`src/rtl/cntr8_pkg.sv`:
```
// ---------------------------------------------------------------------------
// cntr8_pkg
// Shared definitions for the up/down counter receive-side decoder.
//   - DEFAULT_WIDTH : default observed counter width
//   - ST_*          : 3-bit decoded state codes presented on the state output
//   - step_t        : classification of one sample against the previous one
// ---------------------------------------------------------------------------
package cntr8_pkg;

  localparam int DEFAULT_WIDTH = 8;

  // Decoded state codes; 3'b110 / 3'b111 are unused.
  localparam logic [2:0] ST_IDLE = 3'b000;
  localparam logic [2:0] ST_SYNC = 3'b001;
  localparam logic [2:0] ST_INC  = 3'b010;
  localparam logic [2:0] ST_DEC  = 3'b011;
  localparam logic [2:0] ST_HOLD = 3'b100;
  localparam logic [2:0] ST_ERR  = 3'b101;

  typedef enum logic [1:0] {
    STEP_UP   = 2'd0,
    STEP_DOWN = 2'd1,
    STEP_SAME = 2'd2,
    STEP_JUMP = 2'd3
  } step_t;

endpackage

```
`src/rtl/cntr8_step_cmp.sv`:
```
// ---------------------------------------------------------------------------
// cntr8_step_cmp
// Combinational classifier: compares the new sample against the previous one
// modulo 2^WIDTH.
// Ports:
//   prev      in  WIDTH  previously accepted sample
//   cur       in  WIDTH  new sample
//   step      out step_t UP / DOWN / SAME / JUMP
//   wrap_cand out 1      step is a legal +1 or -1 that crosses the modular boundary
// ---------------------------------------------------------------------------
module cntr8_step_cmp
  import cntr8_pkg::*;
#(
  parameter int WIDTH = DEFAULT_WIDTH
) (
  input  logic [WIDTH-1:0] prev,
  input  logic [WIDTH-1:0] cur,
  output step_t            step,
  output logic             wrap_cand
);

  logic [WIDTH-1:0] prev_inc;
  logic [WIDTH-1:0] prev_dec;

  // Sized intermediates keep the +/-1 comparisons modulo 2^WIDTH.
  assign prev_inc = prev + 1'b1;
  assign prev_dec = prev - 1'b1;

  always_comb begin
    step = STEP_JUMP;
    if (cur == prev) begin
      step = STEP_SAME;
    end else if (cur == prev_inc) begin
      step = STEP_UP;
    end else if (cur == prev_dec) begin
      step = STEP_DOWN;
    end
  end

  // An up step from all-ones necessarily lands on zero (and vice versa).
  assign wrap_cand = ((step == STEP_UP)   && (prev == '1)) ||
                     ((step == STEP_DOWN) && (prev == '0));

endmodule

```
`src/rtl/cntr8_decoder.sv`:
```
// ---------------------------------------------------------------------------
// cntr8_decoder
// Receive-side monitor for an up/down counter output bus. Each accepted
// sample is classified against the previous one; the counter's operating
// mode is recovered as a 3-bit code, modular wrap is flagged, and illegal
// jumps are counted in a saturating error counter.
//
// Build option: define CNTR8_DECODER_AUTO_RESYNC_EN to let the decoder leave
// ERR on the next accepted sample (relock via SYNC, err_cnt retained).
// Without it ERR is sticky until clr or reset_n.
//
// Ports:
//   clk      in   1      system clock, rising edge
//   reset_n  in   1      asynchronous active-low reset
//   clr      in   1      synchronous clear (priority over d_valid)
//   d_valid  in   1      d_in carries a new sample
//   d_in     in   WIDTH  observed counter value
//   state    out  3      decoded state code (registered)
//   d_out    out  WIDTH  last accepted sample (registered)
//   wrap     out  1      one-cycle pulse on modular wrap (registered)
//   err_cnt  out  ERR_W  saturating count of illegal steps
// ---------------------------------------------------------------------------
module cntr8_decoder
  import cntr8_pkg::*;
#(
  parameter int WIDTH = DEFAULT_WIDTH,
  parameter int ERR_W = 8
) (
  input  logic             clk,
  input  logic             reset_n,
  input  logic             clr,
  input  logic             d_valid,
  input  logic [WIDTH-1:0] d_in,
  output logic [2:0]       state,
  output logic [WIDTH-1:0] d_out,
  output logic             wrap,
  output logic [ERR_W-1:0] err_cnt
);

  logic [2:0]       state_reg, state_next;
  logic [WIDTH-1:0] dout_reg,  dout_next;
  logic             wrap_reg,  wrap_next;
  logic [ERR_W-1:0] err_reg,   err_next;

  step_t step;
  logic  wrap_cand;

  cntr8_step_cmp #(
    .WIDTH (WIDTH)
  ) u_step_cmp (
    .prev      (dout_reg),
    .cur       (d_in),
    .step      (step),
    .wrap_cand (wrap_cand)
  );

  always_comb begin
    state_next = state_reg;
    dout_next  = dout_reg;
    wrap_next  = 1'b0;
    err_next   = err_reg;

    if (clr) begin
      state_next = ST_IDLE;
      dout_next  = '0;
      err_next   = '0;
    end else if (d_valid) begin
      dout_next = d_in;
      case (state_reg)
        ST_IDLE: state_next = ST_SYNC;
        ST_SYNC, ST_INC, ST_DEC, ST_HOLD: begin
          wrap_next = wrap_cand;
          case (step)
            STEP_UP:   state_next = ST_INC;
            STEP_DOWN: state_next = ST_DEC;
            STEP_SAME: state_next = ST_HOLD;
            default: begin
              // Before a direction is known a jump just re-seeds the
              // reference; once locked it is a protocol error.
              if (state_reg != ST_SYNC) begin
                state_next = ST_ERR;
                if (err_reg != '1) begin
                  err_next = err_reg + 1'b1;
                end
              end
            end
          endcase
        end
`ifdef CNTR8_DECODER_AUTO_RESYNC_EN
        ST_ERR:  state_next = ST_SYNC;
`else
        ST_ERR:  state_next = ST_ERR;
`endif
        default: state_next = ST_IDLE;
      endcase
    end else if ((state_reg == 3'b110) || (state_reg == 3'b111)) begin
      // Unused codes recover to IDLE without waiting for a sample.
      state_next = ST_IDLE;
    end
  end

  always_ff @(posedge clk or negedge reset_n) begin
    if (!reset_n) begin
      state_reg <= ST_IDLE;
      dout_reg  <= '0;
      wrap_reg  <= 1'b0;
      err_reg   <= '0;
    end else begin
      state_reg <= state_next;
      dout_reg  <= dout_next;
      wrap_reg  <= wrap_next;
      err_reg   <= err_next;
    end
  end

  assign state   = state_reg;
  assign d_out   = dout_reg;
  assign wrap    = wrap_reg;
  assign err_cnt = err_reg;

endmodule

```
`config.mk`:
```
export PLATFORM = sky130hd
export DESIGN_NAME = cntr8_decoder
export DESIGN_NICKNAME = d
export VERILOG_FILES = /design/src/rtl/cntr8_pkg.sv /design/src/rtl/cntr8_step_cmp.sv /design/src/rtl/cntr8_decoder.sv
export SDC_FILE = /design/constraint.sdc
export NUM_CORES = 1
export LEC_CHECK = 0
export CAP_MARGIN = 20
export CELL_PAD_IN_SITES_DETAIL_PLACEMENT = 0
export CELL_PAD_IN_SITES_GLOBAL_PLACEMENT = 1
export CORE_ASPECT_RATIO = 0.8
export CORE_MARGIN = 2
export CORE_UTILIZATION = 39
export DETAILED_ROUTE_END_ITERATION = 6
export GPL_TIMING_DRIVEN = 0
export PLACE_DENSITY_LB_ADDON = 0.1
export SLEW_MARGIN = 30
export SYNTH_ARGS = -nofsm -noshare
export SYNTH_HDL_FRONTEND = slang
export SYNTH_SLANG_ARGS = --single-unit
```
`constraint.sdc`:
```
create_clock -name clk -period 2.8 [get_ports clk]
set_clock_uncertainty 0.2 [all_clocks]
set_input_delay 0.42 -clock clk [delete_from_list [all_inputs] [get_ports clk]]
set_output_delay 0.42 -clock clk [all_outputs]
set_load 0.02 [all_outputs]
```
==> results of run 1 <==
[Yosys cell counts, drive strengths merged]
cell,count
nor4b,3
a31oi,3
mux2i,8
ha,3
xor2,9
nor3b,1
nand3b,1
or2b,1
nand2b,3
a32oi,1
nand4,2
o31a,1
and3,3
nor3,4
o21ai,5
a32o,1
a2111oi,1
a21oi,11
or4,6
inv,5
o41ai,2
dfrtp,20
o31ai,7
xnor2,6
or2,1
clkbuf,4
nand2,5
o41a,1
buf,7
or3,2
and2,3
o221ai,1
nand3,9
o22ai,2
or4b,1
nor2,16
nor4,4
a211o,2
and4,1
nor2b,4
[cell type report]
class / count / area (um2) / share of cell area, %
timing repair buffer: 31 / 305 / 14.7
tap: 55 / 68.8 / 3.31
buffer: 11 / 93.8 / 4.51
clock buffer: 3 / 41.3 / 1.98
inverter: 5 / 18.8 / 0.902
clock inverter: 1 / 30.0 / 1.44
sequential: 20 / 503 / 24.2
multi-input combinational: 134 / 1020 / 49.0
[timing repair]
action / in CTS / in global routing
setup buffers: 0 / 0
setup endpoints to repair: 8 / 12
hold endpoints to repair: 20 / 0
hold buffers: 1 / 0
cloned: 0 / 0
gates resized for setup: 0 / 6
pin swaps: 1 / 4
[cell families (layout without fill, tap and decap cells)]
logic type | Yosys count | in the layout
AO/OA/AOI/OAI | 38 | 38
flip-flops | 20 | 20
multiplexers | 8 | 8
XOR/XNOR | 15 | 15
AND/OR/NAND/NOR | 70 | 70
adder cells (fa/ha/maj) | 3 | 3
buffers and inverters | 16 | 51
[path summary, 6_finish.rpt]
kind	startpoint	slack, ps	depth (start not counted)	to
max	d_in[5]	110	8	err_cnt[0]
min	d_in[2]	380	3	d_out[2]
max reg2reg	d_out[0]	130	8	err_cnt[0]
min reg2reg	err_cnt[7]	390	2	err_cnt[7]
max in group asynchronous	reset_n	1580	2	d_out[0]
min in group asynchronous	reset_n	460	2	state[0]
[power by group through the flow]
stage | sequential (W) | combinational, W | clock [W]
after global placement | 0.000318 | 0.000203 | 0
after detailed placement | 0.000319 | 0.000205 | 0
after CTS | 0.000313 | 0.000207 | 0.000310
after floorplan | 0.000329 | 0.000123 | 0
final | 0.000314 | 0.000211 | 0.000301
after global routing | 0.000316 | 0.000229 | 0.000320
[worst min-delay path, stage by stage]
cell and delay (ps):
clkbuf_1 170, mux2i_1 170, nor2_1 50
[metal layers]
metal	vias up	global-route usage [%]	part of all wire [%]
met2	45	27.8	42
met3	6	4.09	5.5
li1	706	-	-
met1	719	28.4	51
met5	-	0	0
met4	0	4.01	1.3
[per-stage QoR]
| step | cells | TNS (ps) | hold WS [ps] | setup slack [ps] | area (um2) |
|---|---|---|---|---|---|
| after floorplan | 170 | 0 | -75.6 | 114 | 1610 |
| after global routing | 260 | 0 | 429 | 10.8 | 2080 |
| after CTS | 260 | 0 | 368 | 0.540 | 2060 |
| after global placement | 255 | -2650 | 372 | -279 | 1980 |
| after detailed placement | 255 | -3050 | 213 | -326 | 1980 |
| final | 260 | 0 | 383 | 113 | 2080 |
==> impl_metrics.env, run 1 <==
export IMPL_drc_errors=0
export IMPL_internal_power_w=0.000582
export IMPL_htreeDepth=1
export IMPL_power_leakage_nw=0.769
export IMPL_vdd_ir_drop_max_mv=0.319
export IMPL_grt_pass1_wl_um=6620
export IMPL_nNetsFinal=221
export IMPL_ys_ff_latch=20
export IMPL_insertion_delay_ps=260
export IMPL_firstDrtPassIters=4
export IMPL_swShare_pct=29.6
export IMPL_clock_root_buffer="clkbuf_8"
export IMPL_die_w_um=75.9
export IMPL_gp_congestion=0.821
export IMPL_synth_top_area_share_pct=31.0
export IMPL_diodes=0
export IMPL_cts_clk_slew_worst_paths_ps=90
export IMPL_cp_max_fo=10
export IMPL_synthesis_area_um2=1610
export IMPL_io_pins=32
export IMPL_final_cell_mix="29 x clkdlybuf4s50_1, 18 x dfrtp_1, 16 x nor2_1"
export IMPL_start_kind="input port"
export IMPL_area_growth_pct=29.0
export IMPL_crit_required_ps=2760
export IMPL_syn_area_per_cell_um2=9.49
export IMPL_worst_slew_pin_transition_ps=724
export IMPL_vias=1476
export IMPL_synth_fa_ha_area_share_pct=2.33
export IMPL_hold_class="input port to register"
export IMPL_syn_instance_count=170
export IMPL_p_seq_share_pct=38.0
export IMPL_max_slew_margin_pct=51.8
export IMPL_run_status="finished, final reports clean"
export IMPL_grt_max_degree=21
export IMPL_synth_top_family_by_area="simple AND/OR/NAND/NOR gates"
export IMPL_fin_crit_sh_pct=96.0
export IMPL_fillers=354
export IMPL_cts_sinks=20
export IMPL_grt_antenna_before_repair=0
export IMPL_dieArea_um2=4670
export IMPL_clockBufferDepth=2
export IMPL_crit_family="compound AO/OA/AOI/OAI gates"
export IMPL_portBuffers=30
export IMPL_path_cells="clkdlybuf4s50_1 -> xnor2_1 -> or3_1 -> a211o_1 -> o41ai_4 -> buf_6 -> or3_2 -> a21oi_2"
export IMPL_max_stage_delay_ps=540
export IMPL_grtUsageTotal_pct=18.9
export IMPL_via_per_inst=5.68
export IMPL_yosys_area_top_type="dfrtp_1"
export IMPL_yosys_warnings=0
export IMPL_final_common_cell="clkdlybuf4s50_1"
export IMPL_core_region_area_um2=3880
export IMPL_wire_per_inst_um=15.8
export IMPL_grt_pass1_vias=1329
export IMPL_syn_num_nets=185
export IMPL_detail_route_iter0_violations=57
export IMPL_fmax_ghz=0.372
export IMPL_muxShareOfSynthArea_pct=4.97
export IMPL_worst_setup_path_type="input port to register"
export IMPL_rsz0062_at_grt="no"
export IMPL_cp_arrival_ps=2650
export IMPL_cts_made_buffers=3
export IMPL_drv_cap=0
export IMPL_slew_viol_final=0
export IMPL_rows=20
export IMPL_synth_area_leaders="dfrtp_1 31%, mux2i_1 5.0%, xor2_1 4.9%, a21oi_2 4.3%, nor2_1 3.7%"
export IMPL_cts_tree="yes"
export IMPL_dp_hpwl_um=2970
export IMPL_synthSimpleGateAreaFrac_pct=25.9
export IMPL_initial_core_util_pct=41.6
export IMPL_finish_utilization_pct=53.6
export IMPL_crit_buf_inv=2
export IMPL_setup_viol=0
export IMPL_endpoint_kind="register"
export IMPL_p_total_w=0.000826
export IMPL_cpMaxStageDelayCell="clkdlybuf4s50_1"
export IMPL_synth_compound_area_share_pct=20.2
export IMPL_ant_nets=0
export IMPL_combPwrFrac_pct=25.5
export IMPL_power_density_nw_per_um2=397
export IMPL_timing_hold_violations_final=0
export IMPL_power_frac_clock_pct=36.5
export IMPL_ys_seq_area_share_pct=31.0
export IMPL_post_synth_xor_area_fraction_pct=8.61
export IMPL_die_h_um=61.5
export IMPL_fin_crit_ps=2690
export IMPL_drt_total_wl_um=4110
export IMPL_drive_gt1_share_pct=16.6
export IMPL_synth_distinct_cells=52
export IMPL_grt_overflow=0
export IMPL_netSwitchingPower_w=0.000244
Note: power is estimated with default switching activity, not from simulation.
==> inputs of run 2 (changes only) <==
--- a/config.mk
+++ b/config.mk
@@ -9,11 +9,12 @@
 export CELL_PAD_IN_SITES_DETAIL_PLACEMENT = 0
 export CELL_PAD_IN_SITES_GLOBAL_PLACEMENT = 1
 export CORE_ASPECT_RATIO = 0.8
-export CORE_MARGIN = 2
+export CORE_MARGIN = 4
 export CORE_UTILIZATION = 39
 export DETAILED_ROUTE_END_ITERATION = 6
 export GPL_TIMING_DRIVEN = 0
 export PLACE_DENSITY_LB_ADDON = 0.1
+export SKIP_CTS_REPAIR_TIMING = 1
 export SLEW_MARGIN = 30
 export SYNTH_ARGS = -nofsm -noshare
 export SYNTH_HDL_FRONTEND = slang
==> impl_metrics.env, run 2 (synthesis results as in run 1) <==
export IMPL_worst_setup_path_type="input port to register"
export IMPL_grt_overflow=0
export IMPL_worstHoldStart="d_in[2]"
export IMPL_nNetsFinal=222
export IMPL_cts_made_buffers=3
export IMPL_clockBufferDepth=2
export IMPL_run_status="finished, final reports clean"
export IMPL_drive_gt1_share_pct=16.1
export IMPL_cp_arrival_ps=2640
export IMPL_grt_pass1_wl_um=7140
export IMPL_htreeDepth=1
export IMPL_multi_input_area_um2=1020
export IMPL_grt_max_degree=21
export IMPL_slew_viol_final=0
export IMPL_power_leakage_nw=0.762
export IMPL_core_region_area_um2=3880
export IMPL_dieArea_um2=5230
export IMPL_diodes=0
export IMPL_final_cell_mix="29 x clkdlybuf4s50_1, 19 x dfrtp_1, 16 x nor2_1"
export IMPL_crit_required_ps=2750
export IMPL_fmax_ghz=0.371
export IMPL_hold_path_end="d_out[2]"
export IMPL_cts_sinks=20
export IMPL_gp_congestion=0.890
export IMPL_tns_ps=0
export IMPL_die_w_um=79.9
export IMPL_setup_viol=0
export IMPL_cp_max_fo=10
export IMPL_detail_route_iter0_violations=74
export IMPL_cts_tree="yes"
export IMPL_timing_hold_violations_final=0
export IMPL_vdd_ir_drop_max_mv=0.188
export IMPL_p_total_w=0.000718
export IMPL_worst_slew_pin_transition_ps=710
export IMPL_fin_crit_sh_pct=96.4
export IMPL_grt_pass1_vias=1477
export IMPL_drv_cap=0
export IMPL_portBuffers=30
export IMPL_vias=1438
export IMPL_firstDrtPassIters=4
export IMPL_endpoint_kind="register"
export IMPL_max_slew_margin_pct=52.7
export IMPL_cts_clk_slew_worst_paths_ps=80
export IMPL_regToRegEndpoint="err_cnt[4]"
export IMPL_fin_ws_ps=102
export IMPL_start_kind="input port"
export IMPL_dp_slack_ps=-277
export IMPL_wire_per_inst_um=16.0
export IMPL_io_pins=32
export IMPL_dp_hpwl_um=3080
export IMPL_via_per_inst=5.53
export IMPL_rr_startpoint="d_out[1]"
export IMPL_hold_class="input port to register"
export IMPL_rsz0062_at_grt="no"
export IMPL_insertion_delay_ps=260
export IMPL_reg2reg_depth=8
export IMPL_fillers=363
export IMPL_fin_crit_ps=2700
export IMPL_area_growth_pct=27.5
export IMPL_grtUsageTotal_pct=17.4
export IMPL_drc_errors=0
export IMPL_initial_core_util_pct=41.6
export IMPL_ff2ff_setup_slack_ps=120
export IMPL_drt_total_wl_um=4170
export IMPL_grt_antenna_before_repair=0
export IMPL_finish_utilization_pct=53.0
export IMPL_power_density_nw_per_um2=349
export IMPL_hold_depth=3
export IMPL_die_h_um=65.5
export IMPL_final_common_cell="clkdlybuf4s50_1"
export IMPL_rows=20
export IMPL_ant_nets=0
export IMPL_clock_root_buffer="clkbuf_8"
export IMPL_seq_area_um2=502
run 2: where the power goes:
group	switching, W	internal, W	total, W
Sequential	0.0000152	0.000299	0.000314
Clock	0.0000966	0.0000959	0.000192
Combinational	0.000118	0.0000932	0.000211
Total	0.000230	0.000488	0.000718
run 2: metal layers:
metal  wire (um)  vias up  global-route usage, %
met5           0        -                      0
met1        2050      690                   25.1
met2        1860       40                   26.4
met3         231        4                   3.84
met4          31        0                   3.59
li1            -      704                      -
run 2: area by class of cell:
type / instances / share of cell area (%)
Buffer: 11 / 4.56
Clock buffer: 3 / 2.01
Inverter: 5 / 0.912
Multi-Input combinational cell: 134 / 49.6
Sequential cell: 20 / 24.4
Tap cell: 55 / 3.35
Timing Repair Buffer: 32 / 15.2
run 2: worst max-delay path by stage:
stage | startpoint | endpoint | slack, ps
6_report | d_in[5] | err_cnt[0] | 100
5_1_grt | d_in[5] | err_cnt[4] | 2
4_1_cts | d_out[0] | err_cnt[0] | -10
3_5_place_dp | d_in[5] | err_cnt[0] | -280
3_3_place_gp | d_in[5] | err_cnt[0] | -280
2_1_floorplan | d_out[0] | err_cnt[0] | 110
run 2: stage by stage:
stage | instances | cell area [um2] | hold slack [ps]
after global routing | 260 | 2060 | 422
after detailed placement | 255 | 1980 | 214
after CTS | 258 | 2020 | -73.2
final | 260 | 2060 | 371
after global placement | 255 | 1980 | 372
after floorplan | 170 | 1610 | -75.6
run 2: worst max-delay path: stages:
cell and delay (ps):
clkdlybuf4s50_1 550, xnor2_1 130, or3_1 380, a211o_1 380, o41ai_4 410, buf_6 200
or3_2 120, a21oi_2 50
==> inputs of run 3 (changes only) <==
--- a/config.mk
+++ b/config.mk
@@ -9,8 +9,8 @@
 export CELL_PAD_IN_SITES_DETAIL_PLACEMENT = 0
 export CELL_PAD_IN_SITES_GLOBAL_PLACEMENT = 1
 export CORE_ASPECT_RATIO = 0.8
-export CORE_MARGIN = 4
-export CORE_UTILIZATION = 39
+export CORE_UTILIZATION = 40
+export CTS_BUF_LIST = sky130_fd_sc_hd__clkbuf_8
 export DETAILED_ROUTE_END_ITERATION = 6
 export GPL_TIMING_DRIVEN = 0
 export PLACE_DENSITY_LB_ADDON = 0.1
==> impl_metrics.env, run 3 (synthesis results as in run 1) <==
export IMPL_run_status="finished, final reports clean"
export IMPL_power_frac_clock_pct=30.2
export IMPL_cts_made_buffers=3
export IMPL_final_cell_area_um2=2110
export IMPL_portBuffers=30
export IMPL_clockBufferDepth=2
export IMPL_power_leakage_nw=0.788
export IMPL_grt_overflow=0
export IMPL_finish_utilization_pct=55.1
export IMPL_die_h_um=58.8
export IMPL_vias=1451
export IMPL_ant_nets=0
export IMPL_setup_viol=0
export IMPL_start_kind="input port"
export IMPL_stdcell_count=265
export IMPL_grt_pass1_vias=1331
export IMPL_drt_total_wl_um=4020
export IMPL_firstDrtPassIters=5
export IMPL_diodes=0
export IMPL_insertion_delay_ps=260
export IMPL_fin_crit_sh_pct=96.8
export IMPL_drive_gt1_share_pct=19.5
export IMPL_core_region_area_um2=3830
export IMPL_power_density_nw_per_um2=361
export IMPL_internal_power_w=0.000522
export IMPL_area_growth_pct=30.9
export IMPL_vdd_ir_drop_max_mv=0.328
export IMPL_cp_max_fo=5
export IMPL_slew_viol_final=0
export IMPL_swShare_pct=31.5
export IMPL_wire_per_inst_um=15.2
export IMPL_max_slew_margin_pct=49.7
export IMPL_htreeDepth=1
export IMPL_grtUsageTotal_pct=20.0
export IMPL_final_common_cell="clkdlybuf4s50_1"
export IMPL_cts_tree="yes"
export IMPL_grt_max_degree=21
export IMPL_path_cells="clkdlybuf4s50_1 -> xnor2_1 -> or3_1 -> a211o_1 -> nor4_4 -> nor2_1 -> a2111oi_2"
export IMPL_nNetsFinal=226
export IMPL_dp_cells=255
export IMPL_combPwrFrac_pct=28.8
export IMPL_tns_ps=0
export IMPL_fin_ws_ps=88.5
export IMPL_via_per_inst=5.48
export IMPL_final_cell_mix="29 x clkdlybuf4s50_1, 18 x dfrtp_1, 16 x nor2_1"
export IMPL_grt_antenna_before_repair=0
export IMPL_worst_setup_path_type="input port to register"
export IMPL_timing_hold_violations_final=0
export IMPL_rows=20
export IMPL_drv_cap=0
export IMPL_die_w_um=73.0
export IMPL_cpMaxStageDelayCell="clkdlybuf4s50_1"
export IMPL_hold_class="input port to register"
export IMPL_grt_pass1_wl_um=6560
export IMPL_crit_required_ps=2760
export IMPL_max_stage_delay_ps=540
export IMPL_netSwitchingPower_w=0.000240
export IMPL_fmax_ghz=0.369
export IMPL_cts_sinks=20
export IMPL_drc_errors=0
export IMPL_detail_route_iter0_violations=64
export IMPL_cp_arrival_ps=2670
export IMPL_dieArea_um2=4290
export IMPL_worst_slew_pin_transition_ps=754
export IMPL_cts_clk_slew_worst_paths_ps=80
export IMPL_endpoint_kind="register"
export IMPL_dp_slack_ps=-324
export IMPL_io_pins=32
export IMPL_dp_hpwl_um=2990
export IMPL_initial_core_util_pct=42.1
export IMPL_gp_congestion=0.867
export IMPL_placed_area_um2=1980
export IMPL_fin_crit_ps=2710
export IMPL_p_seq_share_pct=41.1
export IMPL_clock_root_buffer="clkbuf_8"
[run 3: per-stage QoR]
| stage | hold WS, ps | power, W |
|---|---|---|
| 3_3_place_gp | 372 | 0.000520 |
| 4_1_cts | 374 | 0.000755 |
| 2_1_floorplan | -75.6 | 0.000452 |
| 3_5_place_dp | 373 | 0.000525 |
| 5_1_grt | 414 | 0.000796 |
| 6_report | 387 | 0.000762 |
[run 3: worst max-delay path: cells and delay by family]
| family | cells | cell delay (ps) |
|---|---|---|
| buffers and inverters | 1 | 540 |
| AND/OR/NAND/NOR | 3 | 820 |
| AO/OA/AOI/OAI | 2 | 730 |
| XOR/XNOR | 1 | 140 |
[run 3: power by group through the flow]
stage                     sequential [W]  clock [W]  combinational (W)
final                           0.000313   0.000230           0.000219
after floorplan                 0.000329          0           0.000123
after CTS                       0.000313   0.000235           0.000207
after global routing            0.000316   0.000245           0.000236
after global placement          0.000318          0           0.000202
after detailed placement        0.000318          0           0.000206
[run 3: cell type report]
type	count	area, um2
tap	55	68.8
buffer	11	93.8
timing repair buffer	36	343
clock buffer	4	55.1
multi-input combinational	134	1030
sequential	20	503
inverter	5	18.8
fill	363	1720
[run 3: worst paths after layout]
kind	cells after the start	from	endpoint	slack (ps)
min reg2reg	2	err_cnt[7]	err_cnt[7]	390
max reg2reg	9	d_out[0]	err_cnt[4]	100
min	3	d_in[2]	d_out[2]	390
max in group asynchronous	2	reset_n	d_out[0]	1590
max	7	d_in[5]	state[1]	90
min in group asynchronous	2	reset_n	state[2]	450
[run 3: per-layer routing]
layer | track usage, % | share of wire (%) | wire [um]
met5 | 0 | 0 | 0
met4 | 2.52 | 0.40 | 16
met3 | 3.60 | 3.2 | 128
met2 | 30.0 | 44 | 1770
met1 | 30.5 | 52 | 2110
